<file path="src/rtl/muldiv_ctrl_pkg.sv">
// muldiv_ctrl_pkg: shared HI/LO op, unit op and FSM encodings plus the watchdog limit
package muldiv_ctrl_pkg;
  localparam logic [3:0] OP_NONE  = 4'd0;
  localparam logic [3:0] OP_MULTU = 4'd1;
  localparam logic [3:0] OP_MULT  = 4'd2;
  localparam logic [3:0] OP_DIVU  = 4'd3;
  localparam logic [3:0] OP_DIV   = 4'd4;
  localparam logic [3:0] OP_MFHI  = 4'd5;
  localparam logic [3:0] OP_MFLO  = 4'd6;
  localparam logic [3:0] OP_MTHI  = 4'd7;
  localparam logic [3:0] OP_MTLO  = 4'd8;
  localparam logic [1:0] MD_MULTU = 2'd0;
  localparam logic [1:0] MD_MULT  = 2'd1;
  localparam logic [1:0] MD_DIVU  = 2'd2;
  localparam logic [1:0] MD_DIV   = 2'd3;
  localparam logic [4:0] WD_LIMIT = 5'd20;
  typedef enum logic [1:0] {ST_IDLE = 2'd0, ST_LAUNCH = 2'd1, ST_WAIT = 2'd2} state_t;
endpackage

</file>
<file path="src/rtl/muldiv_ctrl.sv">
// muldiv_ctrl: EX-stage issue/stall control for the HI/LO multiply-divide unit with watchdog.
// Define MULDIV_STALL_CNT_EN to add a saturating stall-cycle counter on stall_cnt.
module muldiv_ctrl
  import muldiv_ctrl_pkg::*;
(
  input  logic        clk,
  input  logic        reset,
  input  logic        ex_valid,
  input  logic [3:0]  ex_op,
  input  logic [31:0] ex_rs,
  input  logic [31:0] ex_rt,
  input  logic        flush,
  output logic        md_start,
  output logic [1:0]  md_op,
  output logic [31:0] md_srcA,
  output logic [31:0] md_srcB,
  output logic        md_wr,
  output logic        md_wr_hi,
  input  logic        md_busy,
  input  logic [31:0] md_hi,
  input  logic [31:0] md_lo,
  output logic        stall,
  output logic [31:0] rd_data,
  output logic        rd_valid,
  output logic        md_err,
  output logic [31:0] stall_cnt
);
  state_t state;
  logic [4:0] wd;
  logic go, idle, is_md, is_mf, is_mt;
  assign go    = ~reset & ex_valid & ~flush;
  assign idle  = state == ST_IDLE;
  assign is_md = ex_op inside {OP_MULTU, OP_MULT, OP_DIVU, OP_DIV};
  assign is_mf = ex_op inside {OP_MFHI, OP_MFLO};
  assign is_mt = ex_op inside {OP_MTHI, OP_MTLO};
  always_comb begin
    stall    = go & (is_md | is_mf | is_mt) & ~idle;
    md_start = go & is_md & idle;
    md_wr    = go & is_mt & idle;
    rd_valid = go & is_mf & idle;
    md_op    = md_start ? 2'(ex_op - OP_MULTU) : MD_MULTU;
    md_srcA  = (md_start | md_wr) ? ex_rs : '0;
    md_srcB  = md_start ? ex_rt : '0;
    md_wr_hi = md_wr & (ex_op == OP_MTHI);
    rd_data  = !rd_valid ? '0 : ex_op == OP_MFHI ? md_hi : md_lo;
  end
  // flush never aborts an in-flight op: the FSM follows md_busy regardless
  always_ff @(posedge clk) begin
    if (reset) begin
      state  <= ST_IDLE;
      wd     <= '0;
      md_err <= 1'b0;
    end else begin
      case (state)
        ST_IDLE: if (md_start) state <= ST_LAUNCH;
        ST_LAUNCH: begin
          state <= md_busy ? ST_WAIT : ST_IDLE;
          wd    <= '0;
        end
        ST_WAIT: begin
          if (!md_busy) state <= ST_IDLE;
          else if (wd == 5'(WD_LIMIT - 5'd1)) begin
            md_err <= 1'b1;
            state  <= ST_IDLE;
          end else wd <= wd + 5'd1;
        end
        default: state <= ST_IDLE;
      endcase
    end
  end
`ifdef MULDIV_STALL_CNT_EN
  always_ff @(posedge clk) begin
    if (reset) stall_cnt <= '0;
    else if (stall && stall_cnt != '1) stall_cnt <= stall_cnt + 32'd1;
  end
`else
  assign stall_cnt = '0;
`endif
endmodule

</file>
<file path="config.mk">
export PLATFORM = sky130hd
export DESIGN_NAME = muldiv_ctrl
export DESIGN_NICKNAME = d
export VERILOG_FILES = /design/src/rtl/muldiv_ctrl_pkg.sv /design/src/rtl/muldiv_ctrl.sv
export SDC_FILE = /design/constraint.sdc
export NUM_CORES = 1
export LEC_CHECK = 0
export BUFFER_PORTS_ARGS = -buffer_cell sky130_fd_sc_hd__buf_4
export CORE_AREA = 4 4 103 105
export DETAILED_ROUTE_END_ITERATION = 8
export DIE_AREA = 0 0 107 109
export PLACE_DENSITY = 0.57
export REMOVE_ABC_BUFFERS = 1
export SETUP_SLACK_MARGIN = 0.15
export SYNTH_ARGS = -nofsm -noshare
export SYNTH_HDL_FRONTEND = slang
export SYNTH_SLANG_ARGS = --single-unit
</file>
<file path="constraint.sdc">
create_clock -name clk -period 2.2 [get_ports clk]
set_input_delay 0.44 -clock clk [delete_from_list [all_inputs] [get_ports clk]]
set_output_delay 0.44 -clock clk [all_outputs]
set_load 0.03 [all_outputs]
</file>
# == Yosys cells after proc, flatten, opt, wreduce, memory -nomap -nowiden ==
# Index checks and enable logic that the tools add are counted.
# word_totals
register_bits,8
elab_cells,58
out_inout_bits,136
# op_classes
mux,13
eq_ne,15
addsub,2
bitwise_logic,17
reduce_logical,8
# ops
op,n
$mux W32,4
$eq A4 B3 Y1 const B,4
$and A1 B1 Y1,11
$mux W2,5
$mux W5,2
$pmux W5 S2,1
$eq A4 B2 Y1 const B,2
$ne A2 B2 Y1 const B,3
$pmux W2 S3,1
$reduce_and A3 Y1,2
$reduce_bool A2 Y1,3
$add A5 B1 Y5 const B,1
$eq A5 B5 Y1 const B,1
$eq A4 B1 Y1 const B,1
$eq A4 B4 Y1 const B,1
$reduce_bool A4 Y1,1
$ne A3 B3 Y1 const B,1
$not A1 Y1,3
$or A1 B1 Y1,3
$eq A2 B1 Y1 const B,1
$eq A2 B2 Y1 const B,1
$logic_not A2 Y1,1
$reduce_and A2 Y1,1
$sub A2 B1 Y2 const B,1

# == Logic depth before layout (Yosys ltp) ==
# Gate-level depths: netlist (run 1).
# logic_depth
depth_word,7
ltp_mapped,7
depth_no_buf,6

# == Worst setup path after synthesis (run 1) ==
# Ideal clock, no wire load.
# synth_path
kind,in2out
startpoint,input reset
endpoint,output rd_data[10]
path_slack_ns,-0.072
arrival_time_ns,1.832
cell_stages,6
path_cell_list,buf_6 nor3b_4 and2_1 o211ai_1 clkbuf_1 a21oi_1
# synth_via
elab_chain_cells,6
# synth_rtl
element,line_no,source
start: declaration,muldiv_ctrl.sv:7,"input logic reset,"
$not A1 Y1,muldiv_ctrl.sv:31,assign go = ~reset & ex_valid & ~flush;
$and A1 B1 Y1 (2 in a row),muldiv_ctrl.sv:31,
$and A1 B1 Y1 (2 in a row),muldiv_ctrl.sv:40,rd_valid = go & is_mf & idle;
$mux W32,muldiv_ctrl.sv:45,rd_data = !rd_valid ? '0 : ex_op == OP_MFHI ? md_hi : md_lo;
end: declaration,muldiv_ctrl.sv:23,"output logic [31:0] rd_data,"
# No other way between the ends.

# == Final worst setup path (run 1) ==
# layout_path
startpoint,input ex_op[1]
endpoint,output md_op[1]
# layout_via
elab_chain_cells,5
elab_cells_between_ends,9
cone_classes,add/sub (1); eq/ne (4); mux (1); bitwise (2); reduce/logical (1)
# layout_rtl
element,line_no,source
start: declaration,muldiv_ctrl.sv:9,"input logic [3:0] ex_op,"
"$eq A4 B1 Y1, or another cell as far along",muldiv_ctrl.sv:33,"assign is_md = ex_op inside {OP_MULTU, OP_MULT, OP_DIVU, OP_DIV};"
$reduce_bool A4 Y1,muldiv_ctrl.sv:33,
$and A1 B1 Y1 (2 in a row),muldiv_ctrl.sv:38,md_start = go & is_md & idle;
$mux W2 (*),muldiv_ctrl.sv:41,md_op = md_start ? 2'(ex_op - OP_MULTU) : MD_MULTU;
end: declaration,muldiv_ctrl.sv:14,"output logic [1:0] md_op,"
# Mark *: on every way between the ends. The rest lies on a longest branch, timed or not.

==> impl_results.md, run 1 <==
- Outcome: complete, but fails checks
- Failing checks: setup timing
- ANT nets after route: 0
- # rows: 36
- TritonCTS clock tree: yes
- Max Cap Violations: 0
- P&R area growth vs syn: 182.2%
- Max FO, Critical Path: 8
- Core box area: 0.009639 mm2
- Post-synth EDFFs: 0
- Share of cells above drive strength 1: 71.45%
- Vias/cell: 4.154
- Chip width: 107 um
- Startpoint types: input pin
- Drt pass-1 iters: 4
- Vias in the first global route: 2734
- Crit path DAT: 1.77 ns
- Die footprint: 0.01166 mm2
- Final min period: 2.207 ns
- WL final: 10.26 mm
- PD cells: 176.7 mW/mm2
- Synth cell types: 34
- Largest net degree at the start of global routing: 33
- Leakage: 2.382 nW
- Peak supply drop: 127.3 uV
- Overall die height: 109 um
- Clock root buffer: clkbuf_8
- Hold Fails Final Rpt: 0
- Tightest Hold Check Type: reg -> reg
- Kind of critical path: in -> out
- First-pass GRT wire length: 13.50 mm
- GRT met3 Usage: 4.026%
- Fill count: 911
- Total global-route track usage: 14.18%
- CTS H-tree lvls: 1
- Met1 Track Usage GR: 15.39%
- Storage element area: 160.2 um2
- Met2 Usage GRT: 26.93%
- Multi-input gate area: 0.001919 mm2
- CTS Buf Count: 3
- Worst skew pair latency: 0.23 ns
- Grt ovf: 0
- Hpwl dp: 7.376 mm
- Post-Synthesis Cells: 283
- Antenna violations before repair: 0
- Cell count after placement: 659
- GPL Wtd Cong: 0.8199
- Final net count: 687
- Unrepaired setup endpoints after global routing: true
- Sequential area share after synthesis: 9.104%
- Commonest non-fill, non-tap cell in the layout: buf_4
- Worst endpoint required time: 1.76 ns
- Initial Util: 18.25%
- Routed len/inst: 15.17 um
- Leading cell types in the layout, fill and taps excluded: buf_4 (152), buf_6 (109), nand2_1 (69)
- Setup-failing EPs final: 2
- Final period utilization: 100.3%
- Clock Tree Buf Depth: 2
- Synth Cell Area: 0.001759 mm2
- Final WS setup: -0.006923 ns
- Via count: 2808
- Port Buffer Count: 240
- Iteration-0 DRC count of the detailed router: 80
- Critical Path End Type: output pin
- Layout Cells excl Fill: 676
- CTS Hold Bufs: 0
- FFs w/ async S/R, synth: 0%
- #FFs+latches synth: 8
- Mapped Avg Cell Area: 6.216 um2
- I/O pin count: 273
- Max-slew violation count: 0
- DRC Markers: 0
- Post-synth top flop: dfxtp_1
- Top achievable clock speed: 0.4531 GHz
- Clock Skew: 0.001330 ns
- Pre-CTS WS: -0.1764 ns
- Clk sink count: 8
- Clock transition at the registers of the reported paths: 0.04 ns
- GRT busiest layer: met2
- Warnings, synthesis: 0
- ANT cells: 0
final timing paths:
| kind | from | end | slack (ns) | depth (start not counted) |
|---|---|---|---|---|
| worst min register to register | md_err | md_err | 0.48 | 2 |
| worst max-delay path | ex_op[1] | md_op[1] | -0.007 | 10 |
| worst max register to register | wd[0] | wd[0] | 0.66 | 5 |
| worst min-delay path | md_err | md_err | 0.48 | 2 |
registers in the layout (all words and copies together), names as in the netlist:
| register | cells |
|---|---|
| wd | 5 |
| state | 2 |
| md_err | 1 |
worst max-delay path, stage by stage:
cell and delay, ns:
buf_12 0.11, inv_8 0.05, ha_4 0.17, nor4_4 0.05
buf_4 0.14, nor4_4 0.19, buf_4 0.19, buf_6 0.13
nor2b_4 0.14, buf_6 0.14
kinds of logic after synthesis:
kind of cell,share of synthesized area [%]
AOI/OAI and AO/OA,14.30
adders and majority gates,3.556
buffers and inverters,20.27
muxes,1.849
and+or+nand+nor,50.71
DFF,9.104
other,0.2132
report_power, final:
group / internal [mW] / switching, mW
Sequential: 0.146 / 0.000786
Combinational: 0.282 / 0.272
Clock: 0.119 / 0.0577
final cells by class:
cell class | count | share of cell area [%]
Multi-Input combinational cell | 252 | 38.66
Sequential cell | 8 | 3.226
Tap cell | 133 | 3.352
Inverter | 5 | 0.6300
Timing Repair Buffer | 275 | 53.30
Clock buffer | 3 | 0.8317
per-stage QoR:
stage          hold slack, ns  instance area [um2]  util [%]    TNS, ns  total power, mW
5_1_grt                0.4967                 4965     51.51     -2.057           0.9296
2_1_floorplan          0.4795                 1538         -     -32.66           0.3282
6_report               0.4787                 4965     51.51  -0.008638           0.8773
4_1_cts                0.4696                 4234     43.93          0           0.8168
3_3_place_gp           0.4657                 3714     38.53     -5.926           0.5859
3_5_place_dp           0.4742                 3714     38.53     -8.674           0.5904
routing by layer:
| layer | vias to the layer above | part of all wire (%) |
|---|---|---|
| met5 | - | 0 |
| li1 | 1374 | - |
| met2 | 139 | 57 |
| met1 | 1279 | 33 |
| met3 | 16 | 8.1 |
| met4 | 0 | 1.8 |
synthesized netlist by cell type (all sizes together), types with 2 or more instances:
cell    count  share of area, %
nand2      71                15
and2       67                24
buf        39                17
a21oi      35                10
clkbuf     10               2.1
dfxtp       8               9.1
nor2        7               1.5
ha          5               3.6
inv         5               1.1
nor4        4               2.3
o21ai       4               1.1
and3b       3               1.5
nand3b      3               1.3
nor2b       3               1.1
mux2        2               1.3
nand2b      2              0.71
o211ai      2              0.85
timing repair:
item / in CTS / in global routing
setup buffers: 3 / 1
endpoints found under the setup margin: 101 / 101
gates resized for setup: 119 / 159
cloned: 7 / 3
endpoints found under the hold margin: 0 / 0
pin swaps: 42 / 18
Power figures use the tool's default switching activity.
==> inputs of run 2 (changes only) <==
- ABC_AREA: not set -> 1
- ABC_CLOCK_PERIOD_IN_PS: not set -> 2200
- PLACE_DENSITY: 0.57 -> 0.59
==> run 2 against run 1 <==
Net effect: the run now ends clean; count of clock-buffer cells in the layout did not move; setup slack improved by 0.077 ns; largest power group unchanged; critical endpoint is now md_srcB[30]; largest cell class unchanged; combinational power rose by 8.3%; power rose by 5.1%.
==> impl_results.md, run 2 <==
- Outcome: finished, final reports clean
- Initial Util: 20.13% (+1.9 points)
- Commonest non-fill, non-tap cell in the layout: buf_4
- Largest net degree at the start of global routing: 35 (+6.1%)
- ANT nets after route: 0 (unchanged)
- Kind of critical path: in -> out
- Largest Register: wd
- Worst reg2reg path endpoint: wd[0]
- Worst skew pair latency: 0.23 ns (about the same)
- CP top delay family: buffers and inverters
- Post-synth top flop: dfxtp_1
- Tightest Hold Check Type: in -> reg
- Worst Hold Path Cells: 2 (unchanged)
- Critical Path End Type: output pin
- Synth area leader: a21oi_1
- Cell count after placement: 726 (+10%)
- Max-slew violation count: 0 (unchanged)
- Antenna violations before repair: 0 (unchanged)
- Clk sink count: 8 (unchanged)
- Overall die height: 109 um (unchanged)
- GPL Wtd Cong: 0.7768 (-5.3%)
- Startpoint types: input pin
- Slowest Stage Delay on Critical Path: 0.18 ns (about the same)
- Synth Cell Area: 0.001941 mm2 (+10%)
- RR Startpoint: wd[0]
- Total global-route track usage: 15.88% (+1.7 points)
- Post-synth EDFFs: 0 (unchanged)
- Chip width: 107 um (unchanged)
- Setup-failing EPs final: 0 (-2)
- First-pass GRT wire length: 14.99 mm (+11%)
- Unrepaired setup endpoints after global routing: true
- Commonest cells in the netlist: inv_1 (78), a21oi_1 (69), nand2_1 (54)
- Final period utilization: 96.83% (-3.5 points)
- Clock transition at the registers of the reported paths: 0.04 ns (about the same)
- Hold Fails Final Rpt: 0 (unchanged)
- Top achievable clock speed: 0.4694 GHz (+3.6%)
- CP max-delay cell: clkbuf_16
- P&R area growth vs syn: 159.3%
- Final min period: 2.130 ns (-0.07666 ns)
- Grt ovf: 0 (unchanged)
- Die footprint: 0.01166 mm2 (unchanged)
- Crit-path most repeated cell: buf_12
- Reg2Reg Setup Slack: 0.70 ns (+0.04 ns)
- Synth top area cells: a21oi_1 (18%), inv_1 (15%), buf_4 (12%), nand2_1 (10%), nand3_1 (10%)
- Hpwl dp: 7.593 mm (+2.9%)
- Leakage: 2.635 nW (+11%)
- FFs w/ async S/R, synth: 0% (unchanged)
- # rows: 36 (unchanged)
- #FFs+latches synth: 8 (unchanged)
- Routed wl met2: 6.168 mm (+5.3%)
- Peak supply drop: 127.7 uV (+0.31%)
- PD cells: 183.3 mW/mm2 (+3.8%)
- Switching part of the total power: 40.66% (+3.0 points)
- Fill count: 928 (+1.9%)
- Core box area: 0.009639 mm2 (unchanged)
- Final net count: 761 (+11%)
- Via count: 3179 (+13%)
- Internal power consumption: 0.5474 mW (+0.14%)
- Post-Synthesis Cells: 371 (+31%)
- Clock Skew: 0.0004580 ns (-0.0008716 ns)
- WL met1: 3.965 mm (+17%)
- Port Buffer Count: 240 (unchanged)
- Max reg flops: 5 (unchanged)
- Max FO, Critical Path: 8 (unchanged)
- DRC Markers: 0 (unchanged)
- Share of cells above drive strength 1: 58.18% (-13 points)
- Highest routed layer: met4
- Layout Cells excl Fill: 750 (+11%)
- Max Cap Violations: 0 (unchanged)
- Net Sw Power: 0.3750 mW (+13%)
- Clk pwr share: 19.1% (-1.0 points)
- Crit path DAT: 1.69 ns (-0.08 ns)
- Warnings, synthesis: 0 (unchanged)
- Clock Tree Buf Depth: 2 (unchanged)
- CTS Hold Bufs: 0 (unchanged)
- I/O pin count: 273 (unchanged)
- Sequential area share after synthesis: 8.253% (-0.85 points)
- Hold WS: 0.4373 ns (-0.04134 ns)
- ANT cells: 0 (unchanged)
- Leading cell types in the layout, fill and taps excluded: buf_4 (192), inv_1 (74), buf_6 (56)
- Seq pwr share: 15.9% (-0.9 points)
- TritonCTS clock tree: yes
- Routed len/inst: 15.21 um (+0.23%)
- Top-count cell post-synth: inv_1
- WL final: 11.41 mm (+11%)
- Drt pass-1 iters: 4 (unchanged)
- Final WS setup: 0.06974 ns (+0.07666 ns)
- Worst Hold Path EP: wd[4]
- Crit-path cells: buf_12 -> clkinv_8 -> ha_4 -> nor2_4 -> nand2_2 -> nand3_4 -> buf_12 -> clkbuf_16 -> nor2_1 -> buf_4
- Worst endpoint required time: 1.76 ns (about the same)
- Vias in the first global route: 2989 (+9.3%)
- Iteration-0 DRC count of the detailed router: 177 (+120%)
- CTS H-tree lvls: 1 (unchanged)
- WP buf/inv: 5 (-1)
- Combinational Power Share: 65.0% (+1.8 points)
- Pre-CTS WS: -0.1279 ns (+0.04842 ns)
- Met3 WL: 1.138 mm (+37%)
- Mapped Avg Cell Area: 5.231 um2 (-16%)
- Hold path start: reset
- Vias/cell: 4.239 (+2.0%)
- Largest registers: wd x5, state x2, md_err x1
- CTS Buf Count: 3 (unchanged)
- Clock root buffer: clkbuf_8
- Worst reg2reg path depth: 8 (+3)
- Synth cell types: 24 (-29%)
- Synth top area share: 17.79% (-6.0 points)
## run 2: changes by cell type after synthesis, moves of 10 or more
cell	previous run	this run
inv_1	5	78
buf_2	3	16
nor2_1	7	36
nor2_2	0	10
nand3_1	0	40
nand2_1	70	54
and2_1	67	0
a21oi_1	35	69
## run 2: metal layers
metal	global-route usage (%)	vias up
li1	-	1569
met1	17.79	1422
met2	29.32	176
met3	5.151	12
met4	3.470	0
met5	0	-
## run 2: kinds of logic after synthesis
logic type	synth area share [%]
adders and majority gates	3.224
and+or+nand+nor	34.43
xor gates and xnor gates	0.4514
AOI/OAI and AO/OA	18.76
DFF	8.253
other	0.1932
buffers and inverters	34.69
## run 2: worst max path at each step
stage | from | end | slack, ns | cells past startpoint
finish | ex_op[1] | md_srcB[30] | 0.07 | 10
global route | ex_op[0] | md_srcA[30] | 0.03 | 10
global placement | ex_op[1] | rd_data[8] | -0.12 | 9
CTS | ex_op[0] | md_srcA[31] | 0.09 | 10
floorplan | ex_op[1] | md_srcA[0] | -1.27 | 6
detailed placement | ex_op[1] | rd_data[8] | -0.13 | 9
## run 2: cell type report
cell class | count | area, um2 | area share (%)
timing repair buffer | 268 | 2550 | 50.68
multi-input combinational | 258 | 1783 | 35.44
inverter | 80 | 330.3 | 6.566
tap | 133 | 166.4 | 3.308
sequential | 8 | 160.2 | 3.183
clock buffer | 3 | 41.29 | 0.8207
## run 2: power groups by stage
stage / clock network (mW) / logic (mW) / registers [mW]
2_1_floorplan: 0 / 0.211 / 0.149
3_3_place_gp: 0 / 0.460 / 0.149
3_5_place_dp: 0 / 0.466 / 0.149
4_1_cts: 0.183 / 0.538 / 0.146
5_1_grt: 0.190 / 0.642 / 0.146
6_report: 0.176 / 0.600 / 0.147
## run 2: repair_timing
action,CTS,global route
endpoints found under the hold margin,0,0
gates cloned,7,7
setup endpoints to repair,99,101
resized for setup,107,93
pin swaps,6,10
setup buffers,3,4
## run 2: stage by stage
step,TNS (ns),cell area [um2],total power [mW],utilization [%]
6_report,0,5031,0.9224,52.19
5_1_grt,0,5031,0.9781,52.19
4_1_cts,0,4444,0.8670,46.11
3_5_place_dp,-2.433,3755,0.6153,38.95
3_3_place_gp,-0.1222,3755,0.6092,38.95
2_1_floorplan,-107.08,1684,0.3602,-
==> inputs of run 3 (changes only) <==
--- a/config.mk
+++ b/config.mk
@@ -6,11 +6,11 @@
 export NUM_CORES = 1
 export LEC_CHECK = 0
-export ABC_AREA = 1
 export ABC_CLOCK_PERIOD_IN_PS = 2200
 export BUFFER_PORTS_ARGS = -buffer_cell sky130_fd_sc_hd__buf_4
+export CAP_MARGIN = 20
 export CORE_AREA = 4 4 103 105
 export DETAILED_ROUTE_END_ITERATION = 8
 export DIE_AREA = 0 0 107 109
-export PLACE_DENSITY = 0.59
+export PLACE_DENSITY = 0.57
 export REMOVE_ABC_BUFFERS = 1
 export SETUP_SLACK_MARGIN = 0.15
==> constraint.sdc (replaced) <==
create_clock -name clk -period 2.2 [get_ports clk]
set_input_delay 0.44 -clock clk [delete_from_list [all_inputs] [get_ports clk]]
set_output_delay 0.44 -clock clk [all_outputs]
set_load 0.005 [all_outputs]
==> run 3 against run 2 <==
Net effect: the flow now finishes with violations (setup timing); sequential share of layout area about the same; global-route usage decreased by 1.6 points; via count decreased by 10%; critical path type unchanged; largest cell class unchanged.
==> impl_results.md, run 3 (synthesis results as in run 1) <==
- Grt ovf: 0 (unchanged)
- Clock Skew: 0.001510 ns (+0.001052 ns)
- Crit-path cells: buf_8 -> nor3b_4 -> nand2_2 -> nor4_4 -> buf_6 -> clkbuf_16 -> and2_4 -> buf_6
- PD cells: 157.1 mW/mm2 (-14%)
- Fill count: 908 (-2.2%)
- CTS Buf Count: 3 (unchanged)
- CTS Hold Bufs: 0 (unchanged)
- Startpoint types: input pin
- Port Buffer Count: 240 (unchanged)
- Clk pwr share: 22.2% (+3.1 points)
- Hold path start: md_err
- Seq pwr share: 18.7% (+2.8 points)
- Worst reg2reg path depth: 5 (-3)
- Clk sink count: 8 (unchanged)
- Crit-path most repeated cell: buf_6
- Overall die height: 109 um (unchanged)
- Clock transition at the registers of the reported paths: 0.04 ns (about the same)
- Routed len/inst: 14.73 um (-3.2%)
- Chip width: 107 um (unchanged)
- Total global-route track usage: 14.29% (-1.6 points)
- Tightest Hold Check Type: reg -> reg
- Vias/cell: 4.141 (-2.3%)
- Leakage: 2.551 nW (-3.2%)
- Top achievable clock speed: 0.4489 GHz (-4.4%)
- Leading cell types in the layout, fill and taps excluded: buf_4 (206), nand2_1 (56), buf_6 (52)
- CTS H-tree lvls: 1 (unchanged)
- Largest Register: wd
- Net Sw Power: 0.2280 mW (-39%)
- Unrepaired setup endpoints after global routing: true
- Largest registers: wd x5, state x2, md_err x1
- GPL Wtd Cong: 0.8055 (+3.7%)
- Via count: 2849 (-10%)
- Hpwl dp: 7.384 mm (-2.8%)
- Worst Hold Path Cells: 2 (unchanged)
- Die footprint: 0.01166 mm2 (unchanged)
- Max-slew violation count: 0 (unchanged)
- Final net count: 699 (-8.1%)
- ANT cells: 0 (unchanged)
- RR Startpoint: wd[0]
- Worst Hold Path EP: md_err
- CP max-delay cell: nor4_4
- Max FO, Critical Path: 4 (-4)
- Crit path DAT: 1.79 ns (+0.10 ns)
- Kind of critical path: in -> out
- Failing checks: setup timing
- DRC Markers: 0 (unchanged)
- Final WS setup: -0.02761 ns (-0.09735 ns)
- I/O pin count: 273 (unchanged)
- Core box area: 0.009639 mm2 (unchanged)
- P&R area growth vs syn: 184.5%
- Slowest Stage Delay on Critical Path: 0.32 ns (+0.14 ns)
- ANT nets after route: 0 (unchanged)
- Worst reg2reg path endpoint: wd[0]
- Worst endpoint required time: 1.76 ns (about the same)
- Switching part of the total power: 29.00% (-12 points)
- Final min period: 2.228 ns (+0.09735 ns)
- Vias in the first global route: 2698 (-9.7%)
- Antenna violations before repair: 0 (unchanged)
- Initial Util: 18.25% (-1.9 points)
- TritonCTS clock tree: yes
- Multi-input gate area: 0.001813 mm2 (+1.7%)
- Hold Fails Final Rpt: 0 (unchanged)
- Internal power consumption: 0.5582 mW (+2.0%)
- Iteration-0 DRC count of the detailed router: 81 (-54%)
- Hold WS: 0.4751 ns (+0.03781 ns)
- Max reg flops: 5 (unchanged)
- WL final: 10.13 mm (-11%)
- # rows: 36 (unchanged)
- Reg2Reg Setup Slack: 0.65 ns (-0.05 ns)
- Total power: 0.7862 mW (-15%)
- Outcome: complete, but fails checks
- Peak supply drop: 175.6 uV (+38%)
- Largest net degree at the start of global routing: 33 (-5.7%)
- First-pass GRT wire length: 13.57 mm (-9.4%)
- Clock Tree Buf Depth: 2 (unchanged)
- Commonest non-fill, non-tap cell in the layout: buf_4
- Final period utilization: 101.3% (+4.4 points)
- Clock root buffer: clkbuf_8
- Drt pass-1 iters: 4 (unchanged)
- Pre-CTS WS: -0.09532 ns (+0.03262 ns)
- Worst skew pair latency: 0.23 ns (about the same)
- Combinational Power Share: 59.1% (-5.9 points)
- Critical Path End Type: output pin
- Max Cap Violations: 0 (unchanged)
- Storage element area: 160.2 um2 (unchanged)
- Share of cells above drive strength 1: 70.45% (+12 points)
- Finished Core Util: 51.92% (-0.27 points)
- Setup-failing EPs final: 5 (+5)
[run 3: worst max path at each step]
stage,startpoint,endpoint,slack (ns),depth (start not counted)
6_report,reset,md_srcB[17],-0.03,8
4_1_cts,ex_op[1],md_srcA[5],0.01,10
3_5_place_dp,ex_op[0],md_srcA[5],-0.1,9
5_1_grt,reset,md_srcB[4],-0.11,8
3_3_place_gp,ex_op[0],md_op[1],-0.07,9
2_1_floorplan,ex_op[0],rd_valid,-0.33,4
[run 3: cell type report]
class | instances | share of cell area [%]
timing repair buffer | 287 | 55.65
multi-input combinational | 252 | 36.23
tap | 133 | 3.325
sequential | 8 | 3.200
clock buffer | 3 | 0.8250
inverter | 5 | 0.7750
[run 3: layer usage]
metal / global-route usage, % / wire, um
met5: 0 / 0
met4: 2.374 / 116
met3: 4.263 / 782
met2: 26.80 / 5680
met1: 16.19 / 3552
[run 3: power groups by stage]
stage / combinational, mW / clock, mW / sequential [mW]
4_1_cts: 0.402 / 0.178 / 0.147
2_1_floorplan: 0.0816 / 0 / 0.149
5_1_grt: 0.501 / 0.181 / 0.147
6_report: 0.465 / 0.174 / 0.147
3_5_place_dp: 0.337 / 0 / 0.149
3_3_place_gp: 0.333 / 0 / 0.149
[run 3: what timing repair did]
item,CTS,global route
endpoints found under the setup margin,101,101
pin swaps,7,61
gates cloned,9,4
buffers inserted,10,7
resized for setup,76,133
[run 3: stage by stage]
stage | cell area [um2] | instances | setup TNS (ns)
5_1_grt | 5005 | 688 | -6.000
6_report | 5005 | 688 | -0.1119
3_5_place_dp | 3684 | 655 | -5.124
4_1_cts | 4340 | 677 | 0
2_1_floorplan | 1538 | 265 | -9.948
3_3_place_gp | 3684 | 655 | -2.555
[run 3: critical path: cells and delay by family]
family                 cells  cell delay [ns]
buffers and inverters      4             0.55
and+or+nand+nor            4             0.79
